`src/rtl/load_store_unit_if.sv`:
```
// Request, memory and response signals of the load/store unit, bundled into one interface.
// The master modport is the LSU view. The slave modport is the core/memory view.
interface load_store_unit_if #(
    parameter int XLEN   = 32,
    parameter int ADDR_W = 32
);
    logic              req_valid;
    logic              req_ready;
    logic              req_is_store;
    logic [2:0]        req_funct3;
    logic [ADDR_W-1:0] req_addr;
    logic [XLEN-1:0]   req_wdata;
    logic [4:0]        req_rd;

    logic              mem_valid;
    logic              mem_ready;
    logic [ADDR_W-1:0] mem_addr;
    logic              mem_we;
    logic [XLEN/8-1:0] mem_wstrb;
    logic [XLEN-1:0]   mem_wdata;
    logic              mem_rvalid;
    logic [XLEN-1:0]   mem_rdata;

    logic              rsp_valid;
    logic [4:0]        rsp_rd;
    logic [XLEN-1:0]   rsp_data;
    logic [1:0]        rsp_err;

    modport master (
        input  req_valid, req_is_store, req_funct3, req_addr, req_wdata, req_rd,
        input  mem_ready, mem_rvalid, mem_rdata,
        output req_ready, mem_valid, mem_addr, mem_we, mem_wstrb, mem_wdata,
        output rsp_valid, rsp_rd, rsp_data, rsp_err
    );

    modport slave (
        output req_valid, req_is_store, req_funct3, req_addr, req_wdata, req_rd,
        output mem_ready, mem_rvalid, mem_rdata,
        input  req_ready, mem_valid, mem_addr, mem_we, mem_wstrb, mem_wdata,
        input  rsp_valid, rsp_rd, rsp_data, rsp_err
    );
endinterface

```
`src/rtl/load_store_unit.sv`:
```
// Single-outstanding RISC-V load/store unit: lane alignment, strobes, load extension and timeout.
// Uses a four-state FSM (IDLE, REQ, WAIT, RESP). Every output comes from a register.
module load_store_unit #(
    parameter int XLEN    = 32,
    parameter int ADDR_W  = 32,
    parameter int TIMEOUT = 255
) (
    input logic               clk,
    input logic               rst_n,
    load_store_unit_if.master bus
);
    localparam int STRB_W = XLEN / 8;
    localparam int OFF_W  = $clog2(STRB_W);

    typedef enum logic [1:0] {IDLE, REQ, WAIT, RESP} state_e;
    typedef enum logic [1:0] {
        ERR_OK       = 2'd0,
        ERR_MISALIGN = 2'd1,
        ERR_TIMEOUT  = 2'd2,
        ERR_ILLEGAL  = 2'd3
    } err_e;

    state_e            state_q;
    logic [15:0]       cnt_q;
    logic              is_store_q;
    logic [2:0]        funct3_q;
    logic [OFF_W-1:0]  off_q;
    logic [4:0]        rd_q;
    logic              req_ready_q;
    logic              mem_valid_q;
    logic              mem_we_q;
    logic [ADDR_W-1:0] mem_addr_q;
    logic [STRB_W-1:0] mem_wstrb_q;
    logic [XLEN-1:0]   mem_wdata_q;
    logic              rsp_valid_q;
    logic [4:0]        rsp_rd_q;
    logic [XLEN-1:0]   rsp_data_q;
    logic [1:0]        rsp_err_q;

    logic [OFF_W-1:0]  req_off;
    logic [ADDR_W-1:0] req_addr_aligned;
    logic              req_legal;
    logic              req_misaligned;
    logic [STRB_W-1:0] size_strb;
    logic [XLEN-1:0]   size_data;
    logic [STRB_W-1:0] req_strb;
    logic [XLEN-1:0]   req_wdata_lane;
    logic [XLEN-1:0]   rdata_shift;
    logic [XLEN-1:0]   load_data;
    logic [15:0]       cnt_inc;
    logic              timeout_hit;

    // NOTE: every signal assigned in always_comb gets a value on all paths (default first), otherwise a latch is inferred.
    always_comb begin
        req_off          = bus.req_addr[OFF_W-1:0];
        req_addr_aligned = bus.req_addr & ~ADDR_W'(STRB_W - 1);

        if (bus.req_is_store) begin
            req_legal = (bus.req_funct3 inside {3'b000, 3'b001, 3'b010}) ||
                        (bus.req_funct3 == 3'b011 && XLEN == 64);
        end else begin
            req_legal = (bus.req_funct3 inside {3'b000, 3'b001, 3'b010, 3'b100, 3'b101}) ||
                        ((bus.req_funct3 inside {3'b011, 3'b110}) && XLEN == 64);
        end

        case (bus.req_funct3[1:0])
            2'd0: begin
                req_misaligned = 1'b0;
                size_strb      = STRB_W'(1);
                size_data      = XLEN'(bus.req_wdata[7:0]);
            end
            2'd1: begin
                req_misaligned = bus.req_addr[0];
                size_strb      = STRB_W'(3);
                size_data      = XLEN'(bus.req_wdata[15:0]);
            end
            2'd2: begin
                req_misaligned = |bus.req_addr[1:0];
                size_strb      = STRB_W'(15);
                size_data      = XLEN'(bus.req_wdata[31:0]);
            end
            default: begin
                req_misaligned = |bus.req_addr[2:0];
                size_strb      = '1;
                size_data      = bus.req_wdata;
            end
        endcase

        req_strb       = bus.req_is_store ? (size_strb << req_off) : '0;
        req_wdata_lane = bus.req_is_store ? (size_data << {req_off, 3'b000}) : '0;
    end

    // Load path: move the addressed lane down to bit 0, then truncate and extend it.
    always_comb begin
        rdata_shift = bus.mem_rdata >> {off_q, 3'b000};
        case (funct3_q)
            3'b000:  load_data = XLEN'($signed(rdata_shift[7:0]));
            3'b001:  load_data = XLEN'($signed(rdata_shift[15:0]));
            3'b010:  load_data = XLEN'($signed(rdata_shift[31:0]));
            3'b100:  load_data = XLEN'(rdata_shift[7:0]);
            3'b101:  load_data = XLEN'(rdata_shift[15:0]);
            3'b110:  load_data = XLEN'(rdata_shift[31:0]);
            default: load_data = rdata_shift;
        endcase
        cnt_inc     = cnt_q + 16'd1;
        timeout_hit = (cnt_inc == 16'(TIMEOUT));
    end

    // NOTE: sequential state uses non-blocking (<=) only, so every register samples pre-edge values.
    always_ff @(posedge clk or negedge rst_n) begin
        if (!rst_n) begin
            state_q     <= IDLE;
            cnt_q       <= '0;
            is_store_q  <= 1'b0;
            funct3_q    <= '0;
            off_q       <= '0;
            rd_q        <= '0;
            req_ready_q <= 1'b1;
            mem_valid_q <= 1'b0;
            mem_we_q    <= 1'b0;
            mem_addr_q  <= '0;
            mem_wstrb_q <= '0;
            mem_wdata_q <= '0;
            rsp_valid_q <= 1'b0;
            rsp_rd_q    <= '0;
            rsp_data_q  <= '0;
            rsp_err_q   <= ERR_OK;
        end else begin
            case (state_q)
                IDLE: begin
                    if (bus.req_valid) begin
                        is_store_q  <= bus.req_is_store;
                        funct3_q    <= bus.req_funct3;
                        off_q       <= req_off;
                        rd_q        <= bus.req_rd;
                        cnt_q       <= '0;
                        req_ready_q <= 1'b0;
                        mem_addr_q  <= req_addr_aligned;
                        mem_we_q    <= bus.req_is_store;
                        mem_wstrb_q <= req_strb;
                        mem_wdata_q <= req_wdata_lane;
                        if (!req_legal || req_misaligned) begin
                            state_q     <= RESP;
                            rsp_valid_q <= 1'b1;
                            rsp_rd_q    <= bus.req_is_store ? 5'd0 : bus.req_rd;
                            rsp_data_q  <= '0;
                            rsp_err_q   <= req_legal ? ERR_MISALIGN : ERR_ILLEGAL;
                        end else begin
                            state_q     <= REQ;
                            mem_valid_q <= 1'b1;
                        end
                    end
                end
                REQ, WAIT: begin
                    cnt_q <= cnt_inc;
                    if (timeout_hit) begin
                        state_q     <= RESP;
                        mem_valid_q <= 1'b0;
                        rsp_valid_q <= 1'b1;
                        rsp_rd_q    <= is_store_q ? 5'd0 : rd_q;
                        rsp_data_q  <= '0;
                        rsp_err_q   <= ERR_TIMEOUT;
                    end else if (state_q == REQ && bus.mem_ready) begin
                        state_q     <= WAIT;
                        mem_valid_q <= 1'b0;
                    end else if (state_q == WAIT && bus.mem_rvalid) begin
                        state_q     <= RESP;
                        rsp_valid_q <= 1'b1;
                        rsp_rd_q    <= is_store_q ? 5'd0 : rd_q;
                        rsp_data_q  <= is_store_q ? '0 : load_data;
                        rsp_err_q   <= ERR_OK;
                    end
                end
                RESP: begin
                    state_q     <= IDLE;
                    req_ready_q <= 1'b1;
                    rsp_valid_q <= 1'b0;
                    rsp_rd_q    <= '0;
                    rsp_data_q  <= '0;
                    rsp_err_q   <= ERR_OK;
                end
                default: state_q <= IDLE;
            endcase
        end
    end

    assign bus.req_ready = req_ready_q;
    assign bus.mem_valid = mem_valid_q;
    assign bus.mem_addr  = mem_addr_q;
    assign bus.mem_we    = mem_we_q;
    assign bus.mem_wstrb = mem_wstrb_q;
    assign bus.mem_wdata = mem_wdata_q;
    assign bus.rsp_valid = rsp_valid_q;
    assign bus.rsp_rd    = rsp_rd_q;
    assign bus.rsp_data  = rsp_data_q;
    assign bus.rsp_err   = rsp_err_q;
endmodule

```
`src/flat_wrapper.sv`:
```
// flat-port wrapper written by rule: the top's interface ports become plain ports
module load_store_unit_flat 
#(
    parameter int XLEN    = 32,
    parameter int ADDR_W  = 32,
    parameter int TIMEOUT = 255
)
  (clk, rst_n, bus_req_valid, bus_req_is_store, bus_req_funct3, bus_req_addr, bus_req_wdata, bus_req_rd, bus_mem_ready, bus_mem_rvalid, bus_mem_rdata, bus_req_ready, bus_mem_valid, bus_mem_addr, bus_mem_we, bus_mem_wstrb, bus_mem_wdata, bus_rsp_valid, bus_rsp_rd, bus_rsp_data, bus_rsp_err);
  load_store_unit_if #(.XLEN(XLEN), .ADDR_W(ADDR_W)) bus_i ();
  input logic clk;
  input logic rst_n;
  input wire logic [$bits(bus_i.req_valid)-1:0] bus_req_valid;
  input wire logic [$bits(bus_i.req_is_store)-1:0] bus_req_is_store;
  input wire logic [$bits(bus_i.req_funct3)-1:0] bus_req_funct3;
  input wire logic [$bits(bus_i.req_addr)-1:0] bus_req_addr;
  input wire logic [$bits(bus_i.req_wdata)-1:0] bus_req_wdata;
  input wire logic [$bits(bus_i.req_rd)-1:0] bus_req_rd;
  input wire logic [$bits(bus_i.mem_ready)-1:0] bus_mem_ready;
  input wire logic [$bits(bus_i.mem_rvalid)-1:0] bus_mem_rvalid;
  input wire logic [$bits(bus_i.mem_rdata)-1:0] bus_mem_rdata;
  output wire logic [$bits(bus_i.req_ready)-1:0] bus_req_ready;
  output wire logic [$bits(bus_i.mem_valid)-1:0] bus_mem_valid;
  output wire logic [$bits(bus_i.mem_addr)-1:0] bus_mem_addr;
  output wire logic [$bits(bus_i.mem_we)-1:0] bus_mem_we;
  output wire logic [$bits(bus_i.mem_wstrb)-1:0] bus_mem_wstrb;
  output wire logic [$bits(bus_i.mem_wdata)-1:0] bus_mem_wdata;
  output wire logic [$bits(bus_i.rsp_valid)-1:0] bus_rsp_valid;
  output wire logic [$bits(bus_i.rsp_rd)-1:0] bus_rsp_rd;
  output wire logic [$bits(bus_i.rsp_data)-1:0] bus_rsp_data;
  output wire logic [$bits(bus_i.rsp_err)-1:0] bus_rsp_err;
  assign bus_i.req_valid = bus_req_valid;
  assign bus_i.req_is_store = bus_req_is_store;
  assign bus_i.req_funct3 = bus_req_funct3;
  assign bus_i.req_addr = bus_req_addr;
  assign bus_i.req_wdata = bus_req_wdata;
  assign bus_i.req_rd = bus_req_rd;
  assign bus_i.mem_ready = bus_mem_ready;
  assign bus_i.mem_rvalid = bus_mem_rvalid;
  assign bus_i.mem_rdata = bus_mem_rdata;
  assign bus_req_ready = bus_i.req_ready;
  assign bus_mem_valid = bus_i.mem_valid;
  assign bus_mem_addr = bus_i.mem_addr;
  assign bus_mem_we = bus_i.mem_we;
  assign bus_mem_wstrb = bus_i.mem_wstrb;
  assign bus_mem_wdata = bus_i.mem_wdata;
  assign bus_rsp_valid = bus_i.rsp_valid;
  assign bus_rsp_rd = bus_i.rsp_rd;
  assign bus_rsp_data = bus_i.rsp_data;
  assign bus_rsp_err = bus_i.rsp_err;
  load_store_unit #(.XLEN(XLEN), .ADDR_W(ADDR_W), .TIMEOUT(TIMEOUT)) u_core (.clk(clk), .rst_n(rst_n), .bus(bus_i));
endmodule
```
`config.mk`:
```
export PLATFORM = sky130hd
export DESIGN_NAME = load_store_unit_flat
export DESIGN_NICKNAME = d
export VERILOG_FILES = /design/src/rtl/load_store_unit_if.sv /design/src/rtl/load_store_unit.sv /design/src/flat_wrapper.sv
export SDC_FILE = /design/constraint.sdc
export NUM_CORES = 1
export LEC_CHECK = 0
export CORE_UTILIZATION = 45
export CTS_CLUSTER_SIZE = 40
export DETAILED_ROUTE_END_ITERATION = 8
export DONT_BUFFER_PORTS = 1
export HOLD_SLACK_MARGIN = 0.08
export PLACE_DENSITY_LB_ADDON = 0.12
export SKIP_CTS_REPAIR_TIMING = 1
export SYNTH_ARGS = -nofsm -noshare
export SYNTH_HDL_FRONTEND = slang
export SYNTH_SLANG_ARGS = --single-unit
```
`constraint.sdc`:
```
create_clock -name clk -period 2.9 [get_ports clk]
set_input_delay 0.435 -clock clk [delete_from_list [all_inputs] [get_ports clk]]
set_output_delay 0.435 -clock clk [all_outputs]
set_load 0.005 [all_outputs]
```
==> run_results.csv, run 1 <==
group,metric,value,unit
run_status,status,"finished, violations left",
run_status,violations,"hold timing",
sta,fmax,375,MHz
placed_design,place_area,0.00718,mm2
synth,synth.distinct_cells,59,
setup_path,rr_endpoint,"u_core.bus.rsp_err[1]",
setup_path,r2r-start,"u_core.cnt_q[0]",
synth,synth.area.top_cells,"dfrtp_1 (48%), mux2_2 (8.3%), o2bb2ai_2 (6.4%)",
cts,clock_sinks,137,
setup_path,crit_path_end_kind,"flop",
setup_path,crit_type,"reg -> reg",
synth,async_reset_ff_frac,1.00,
floorplanning,ios,221,
global_route,antenna_found_initial,0,
placed_design,globalplace.congestion,0.852,
sta,fin_skew,11.9,ps
power_and_ir_drop,pwr_density_cell,1120,mW/mm2
synth,synth_area_leader_cell,"dfrtp_1",
cells_and_area,fin_nets,744,
sta,drv_slew,0,
floorplanning,core,0.0153,mm2
worst_hold_path,min_path_type,"in -> async",
setup_path,max_stage_delay,470,ps
cells_and_area,area_growth,10.6,%
power_and_ir_drop,p_leak,3.30,nW
setup_path,r2r_slack,230,ps
sta,finalSetupViolations,0,
synth,ys.flop_type,"dfrtp_1",
cells_and_area,n_fill_cell,1349,
sta,rsz0062_at_grt,"no",
global_route,grt_max_degree,138,
sta,fin_tns_setup,0,ps
cts,clk_latency,420,ps
cts,cts_max_path_buffers,2,
synth,yosysTopAreaCellShare,0.484,
cells_and_area,final_area,0.00778,mm2
route,drcViolationCount,0,
global_route,grt_overflow_total,0,
sta,tightest_slew,875,ps
placed_design,hpwl,11800,um
sta,period_share,0.920,
cells_and_area,multi_input_comb_area,0.00334,mm2
synth,yosys_warnings,0,
setup_path,critical-path-top-delay-family,"simple AND/OR/NAND/NOR gates",
cells_and_area,regArea,0.00343,mm2
synth,synth_edf_count,0,
route,drt-vias-per-instance,5.92,
route,first_iter_violations,319,
power_and_ir_drop,vdd_drop_max,567,uV
cts,clk_pin_slew,70,ps
floorplanning,die_w,127,um
global_route,grt_pass1_wl,26900,um
sta,period_needed,2670,ps
setup_path,crit_arrival,2960,ps
cts,clock-root-buffer,"clkbuf_16",
route,vias,5043,
synth,yosysMostFrequentCell,"dfrtp_1",
route,postRouteAntennaNets,0,
cts,cts-buffers-inserted,17,
setup_path,crit_slowest_cell,"a32oi_4",
global_route,grtUsageTotal,0.213,
floorplanning,die_h,127,um
cts,cts_tree,"done",
sta,final_hold_viol_count,137,
synth,syn_area,0.00704,mm2
cells_and_area,drive_gt1_frac,0.223,
floorplanning,rows,45,
synth,seq_area_frac_synth,0.487,
synth,synth_commonest_cells,"dfrtp_1 (136), nand2_1 (67), a21oi_1 (57)",
route,wl_per_cell,20.2,um
floorplanning,initial_core_util,0.461,
setup_path,cp_data_required_time,3190,ps
sta,hold_slack,-301,ps
synth,avgSynthCellArea,11.0,um2
setup_path,crit_fanout,33,
route,drtPass1Iterations,4,
cells_and_area,diodes,0,
global_route,grt_pass1_vias,5014,
synth,syn_inst,642,
placed_design,port_buffers,0,
route,drt_wl_total,17200,um
cts,htreeDepth,4,
setup_path,cp.buffers_inverters,1,
setup_path,start_kind,"flop",
setup_path,r2r_cells,8,
sta,relSlewSlack,0.417,
setup_path,crit_chain,"ha_1 -> nand3_2 -> nor4_2 -> xor2_1 -> nor2_2 -> a32oi_4 -> buf_12 -> a221oi_1",
run,drv_cap,0,
synth,ys_ff_latch,137,
floorplanning,dieArea,0.0161,mm2
## through the flow
step	setup WS [ps]	std cells	power, W	util	hold slack [ps]
after floorplan	463	643	0.00586	-	139
after global placement	298	820	0.00643	0.471	143
after detailed placement	232	820	0.00654	0.471	143
after CTS	222	852	0.00876	0.510	-309
after global routing	13.7	852	0.00922	0.510	-320
final	233	852	0.00869	0.510	-301
## sequential cells by signal (all words and copies together), names as in the netlist
name and flops:
u_core.bus.mem_addr 30, u_core.bus.mem_valid 1, u_core.bus.mem_wdata 32, u_core.bus.mem_wstrb 4, u_core.bus.req_ready 1, u_core.bus.rsp_data 32, u_core.bus.rsp_err 2, u_core.bus.rsp_rd 5
u_core.bus.rsp_valid 1, u_core.cnt_q 16, u_core.funct3_q 3, u_core.is_store_q 1, u_core.off_q 2, u_core.rd_q 5, u_core.state_q 2
## kinds of logic after synthesis
| group | share of synthesized area |
|---|---|
| fa+ha+maj | 0.0107 |
| mux | 0.118 |
| compound gates | 0.228 |
| flops | 0.487 |
| other cells | 0.000533 |
| xor+xnor | 0.00871 |
| simple gates | 0.107 |
| buf+inv | 0.0389 |
## how the worst max path moves through the flow
stage / slack, ps / to / from / cells after the start
CTS: 220 / u_core.bus.rsp_err[1] / u_core.cnt_q[0] / 8
detailed placement: 230 / u_core.bus.rsp_err[1] / u_core.cnt_q[0] / 8
floorplan: 460 / u_core.bus.rsp_rd[0] / u_core.state_q[0] / 9
global route: 10 / u_core.bus.rsp_err[1] / u_core.cnt_q[0] / 8
finish: 230 / u_core.bus.rsp_err[1] / u_core.cnt_q[0] / 8
global placement: 300 / u_core.bus.rsp_err[1] / u_core.cnt_q[0] / 8
## power breakdown
part           internal (W)  switching (W)  total, W
clock               0.00131       0.000884   0.00219
sequential          0.00264       0.000698   0.00334
combinational       0.00141        0.00175   0.00316
total               0.00536        0.00333   0.00869
## area by class of cell
class	instances	area share
flip-flops and latches	137	0.441
clock buffers	18	0.0564
inverters	8	0.00386
well taps	211	0.0339
multi-input cells	452	0.430
clock inverters	14	0.0204
repair buffers	12	0.0148
## cell usage in the layout, fill, tap and decap left out, types with 5 or more instances in the layout
cell and n:
o31ai_1 5, o21ai_0 46, xor2_1 5, nand2_1 66, o2bb2ai_2 30, nor3_1 5
nor2_1 39, mux2i_1 19, inv_1 7, a21oi_1 57, a22o_1 26, nor2b_1 15
clkbuf_16 17, inv_6 7, ha_1 6, dfrtp_1 136, a32oi_1 8, mux2_1 5
buf_4 10, a211oi_1 8, mux2_2 52
## routing by layer
metal  vias up  wire (um)  GRT usage
met5         -          0          0
met4         0        269     0.0686
met3        20       1330     0.0716
met2       185       8310      0.340
met1      2506       7330      0.273
li1       2332          -          -
Note: power is estimated with default switching activity, not from simulation.
==> run 2, diff against run 1 <==
- ABC_AREA: not set -> 1
- PLACE_DENSITY: not set -> 0.7
- PLACE_DENSITY_LB_ADDON: 0.12 -> not set
- SKIP_CTS_REPAIR_TIMING: 1 -> not set
==> run 2 against run 1 <==
The flow still finishes with violations (hold timing). Synthesized cell count rose by 57%. Design area grew 3.9%. First-iteration DRC count is 49% higher. Die area rose by 5.1%. Combinational power up 16%. Largest cell class is now multi-input combinational cells. Clock skew down 1.7 ps. Final cell count is 42% higher. Register-to-register slack better by 170 ps. Utilization down 0.29 points.
==> run_results.csv, run 2 <==
group,metric,value,unit
run_status,status,"finished, violations left",
run_status,violations,"hold timing",
route,vias,6442,
cells_and_area,multi_input_comb_area,0.00343,mm2
floorplanning,die_w,130,um
sta,fmax,400,MHz
route,drcViolationCount,0,
cells_and_area,final_area,0.00808,mm2
sta,relSlewSlack,0.533,
cts,clk_pin_slew,70,ps
setup_path,start_kind,"flop",
synth,synth.distinct_cells,37,
sta,period_needed,2500,ps
synth,yosysMostFrequentCell,"nand2_1",
sta,finalSetupViolations,0,
synth,syn_area,0.00740,mm2
floorplanning,ios,221,
route,drtPass1Iterations,7,
cells_and_area,final_common_cell,"nand2_1",
synth,seq_area_frac_synth,0.463,
sta,fin_tns_setup,0,ps
synth,synth_edf_count,0,
global_route,grt_pass1_vias,5929,
placed_design,globalplace.congestion,0.877,
synth,synth.area.top_cells,"dfrtp_1 (46%), nand2_1 (20%), o21ai_0 (6.4%)",
setup_path,crit_path_end,"u_core.bus.rsp_data[15]",
cells_and_area,fin_nets,1099,
cts,cts-buffers-inserted,17,
global_route,grt_overflow_total,0,
floorplanning,rows,46,
placed_design,place_area,0.00748,mm2
sta,rsz0062_at_grt,"no",
setup_path,cp_data_required_time,3210,ps
sta,hold_slack,-299,ps
global_route,antenna_found_initial,0,
sta,fin_skew,10.1,ps
cts,clk_latency,430,ps
route,drt_wl_total,19600,um
global_route,grtUsageTotal,0.234,
cts,cts_max_path_buffers,2,
synth,yosysTopAreaCellShare,0.460,
sta,period_share,0.861,
cts,clock_sinks,137,
setup_path,crit_fanout,40,
power_and_ir_drop,p_leak,4.13,nW
route,drt-vias-per-instance,5.32,
synth,yosys_warnings,0,
setup_path,crit_type,"reg -> reg",
placed_design,hpwl,14000,um
worst_hold_path,min_path_type,"in -> async",
setup_path,rr_endpoint,"u_core.bus.rsp_data[15]",
synth,synth_area_leader_cell,"dfrtp_1",
sta,tightest_slew,700,ps
floorplanning,initial_core_util,0.464,
synth,syn_inst,1007,
synth,ys_ff_latch,137,
synth,ys.flop_type,"dfrtp_1",
sta,drv_slew,0,
cts,cts_tree,"done",
setup_path,crit_arrival,2810,ps
power_and_ir_drop,vdd_drop_max,569,uV
cells_and_area,area_growth,9.23,%
sta,final_hold_viol_count,137,
setup_path,r2r_slack,400,ps
cts,htreeDepth,4,
global_route,grt_max_degree,138,
setup_path,r2r_cells,14,
cells_and_area,n_fill_cell,1580,
synth,synth_commonest_cells,"nand2_1 (387), dfrtp_1 (136), o21ai_0 (95)",
run,drv_cap,0,
cells_and_area,drive_gt1_frac,0.0663,
cells_and_area,diodes,0,
synth,avgSynthCellArea,7.35,um2
route,wl_per_cell,16.2,um
cts,clock-root-buffer,"clkbuf_16",
setup_path,crit_path_end_kind,"flop",
power_and_ir_drop,pwr_density_cell,1130,mW/mm2
placed_design,port_buffers,0,
cells_and_area,regArea,0.00343,mm2
floorplanning,core,0.0159,mm2
synth,async_reset_ff_frac,1.00,
setup_path,crit_start,"u_core.cnt_q[0]",
cells_and_area,final_cell_mix,"nand2_1 (386), dfrtp_1 (136), o21ai_0 (95)",
floorplanning,dieArea,0.0170,mm2
global_route,grt_pass1_wl,30500,um
floorplanning,die_h,130,um
route,postRouteAntennaNets,0,
route,first_iter_violations,476,
setup_path,r2r-start,"u_core.cnt_q[0]",
run 2: cell count changes after synthesis, sizes merged, moves of 16 or more:
cell | before | now
clkbuf | 24 | 40
nor2 | 40 | 92
o2bb2ai | 33 | 0
mux2 | 57 | 1
inv | 7 | 69
a21oi | 57 | 16
o21ai | 46 | 99
a22o | 26 | 4
nand2 | 67 | 390
nand3 | 4 | 67
run 2: power breakdown:
part           switching [W]  internal [W]  leakage, nW
logic                0.00246       0.00122         2.05
registers           0.000711       0.00266         1.79
clock network       0.000953       0.00115        0.287
total                0.00412       0.00503         4.13
run 2: kinds of logic after synthesis:
logic type	synth area share
other cells	0.000507
buf+inv	0.0752
simple gates	0.302
mux	0.0110
fa+ha+maj	0.0101
flops	0.463
compound gates	0.138
run 2: through the flow:
| stage | util | instances | worst slack (ps) | total power (W) |
|---|---|---|---|---|
| finish | 0.507 | 1212 | 402 | 0.00915 |
| global route | 0.507 | 1212 | 94.5 | 0.00990 |
| CTS | 0.505 | 1210 | 204 | 0.00913 |
| detailed placement | 0.469 | 1178 | 215 | 0.00699 |
| global placement | 0.469 | 1178 | 306 | 0.00693 |
| floorplan | - | 1008 | 891 | 0.00627 |
run 2: cell type report:
class                   instances  share of cell area
multi-input cells             743               0.425
flip-flops and latches        137               0.424
clock buffers                  17              0.0526
well taps                     216              0.0334
inverters                      70              0.0325
clock inverters                15              0.0189
repair buffers                 14              0.0135
run 2: worst min-delay path by stage:
stage	to	slack [ps]	cells after the start
floorplan	u_core.bus.mem_addr[10]	140	0
global placement	u_core.bus.mem_wstrb[0]	140	0
CTS	u_core.bus.mem_wdata[12]	-310	0
global route	u_core.bus.mem_wdata[24]	-320	0
detailed placement	u_core.bus.mem_wdata[12]	140	0
finish	u_core.bus.mem_wstrb[0]	-300	0
run 2: timing repair:
item	in CTS	in global routing
resized for setup	0	2
endpoints found under the hold margin	137	137
setup endpoints to repair	0	40
setup buffers	0	2
run 2: critical path, cell delays in order, from the launching register on:
cell and delay, ps:
dfrtp_1 450, ha_1 230, nand2_1 80, nor2_2 180, nand2_1 100, nand2_1 70, nand2_1 70, inv_2 60
nand3_1 80, nor2_2 150, nand3_4 210, o21ai_4 230, nand2_8 240, nand2_1 150, nand2_1 60
run 2: per-layer routing:
layer,up-vias,share of wire,GRT usage
li1,3217,-,-
met4,0,0.025,0.0951
met2,236,0.45,0.360
met3,32,0.082,0.0894
met5,-,0,0
met1,2957,0.44,0.295
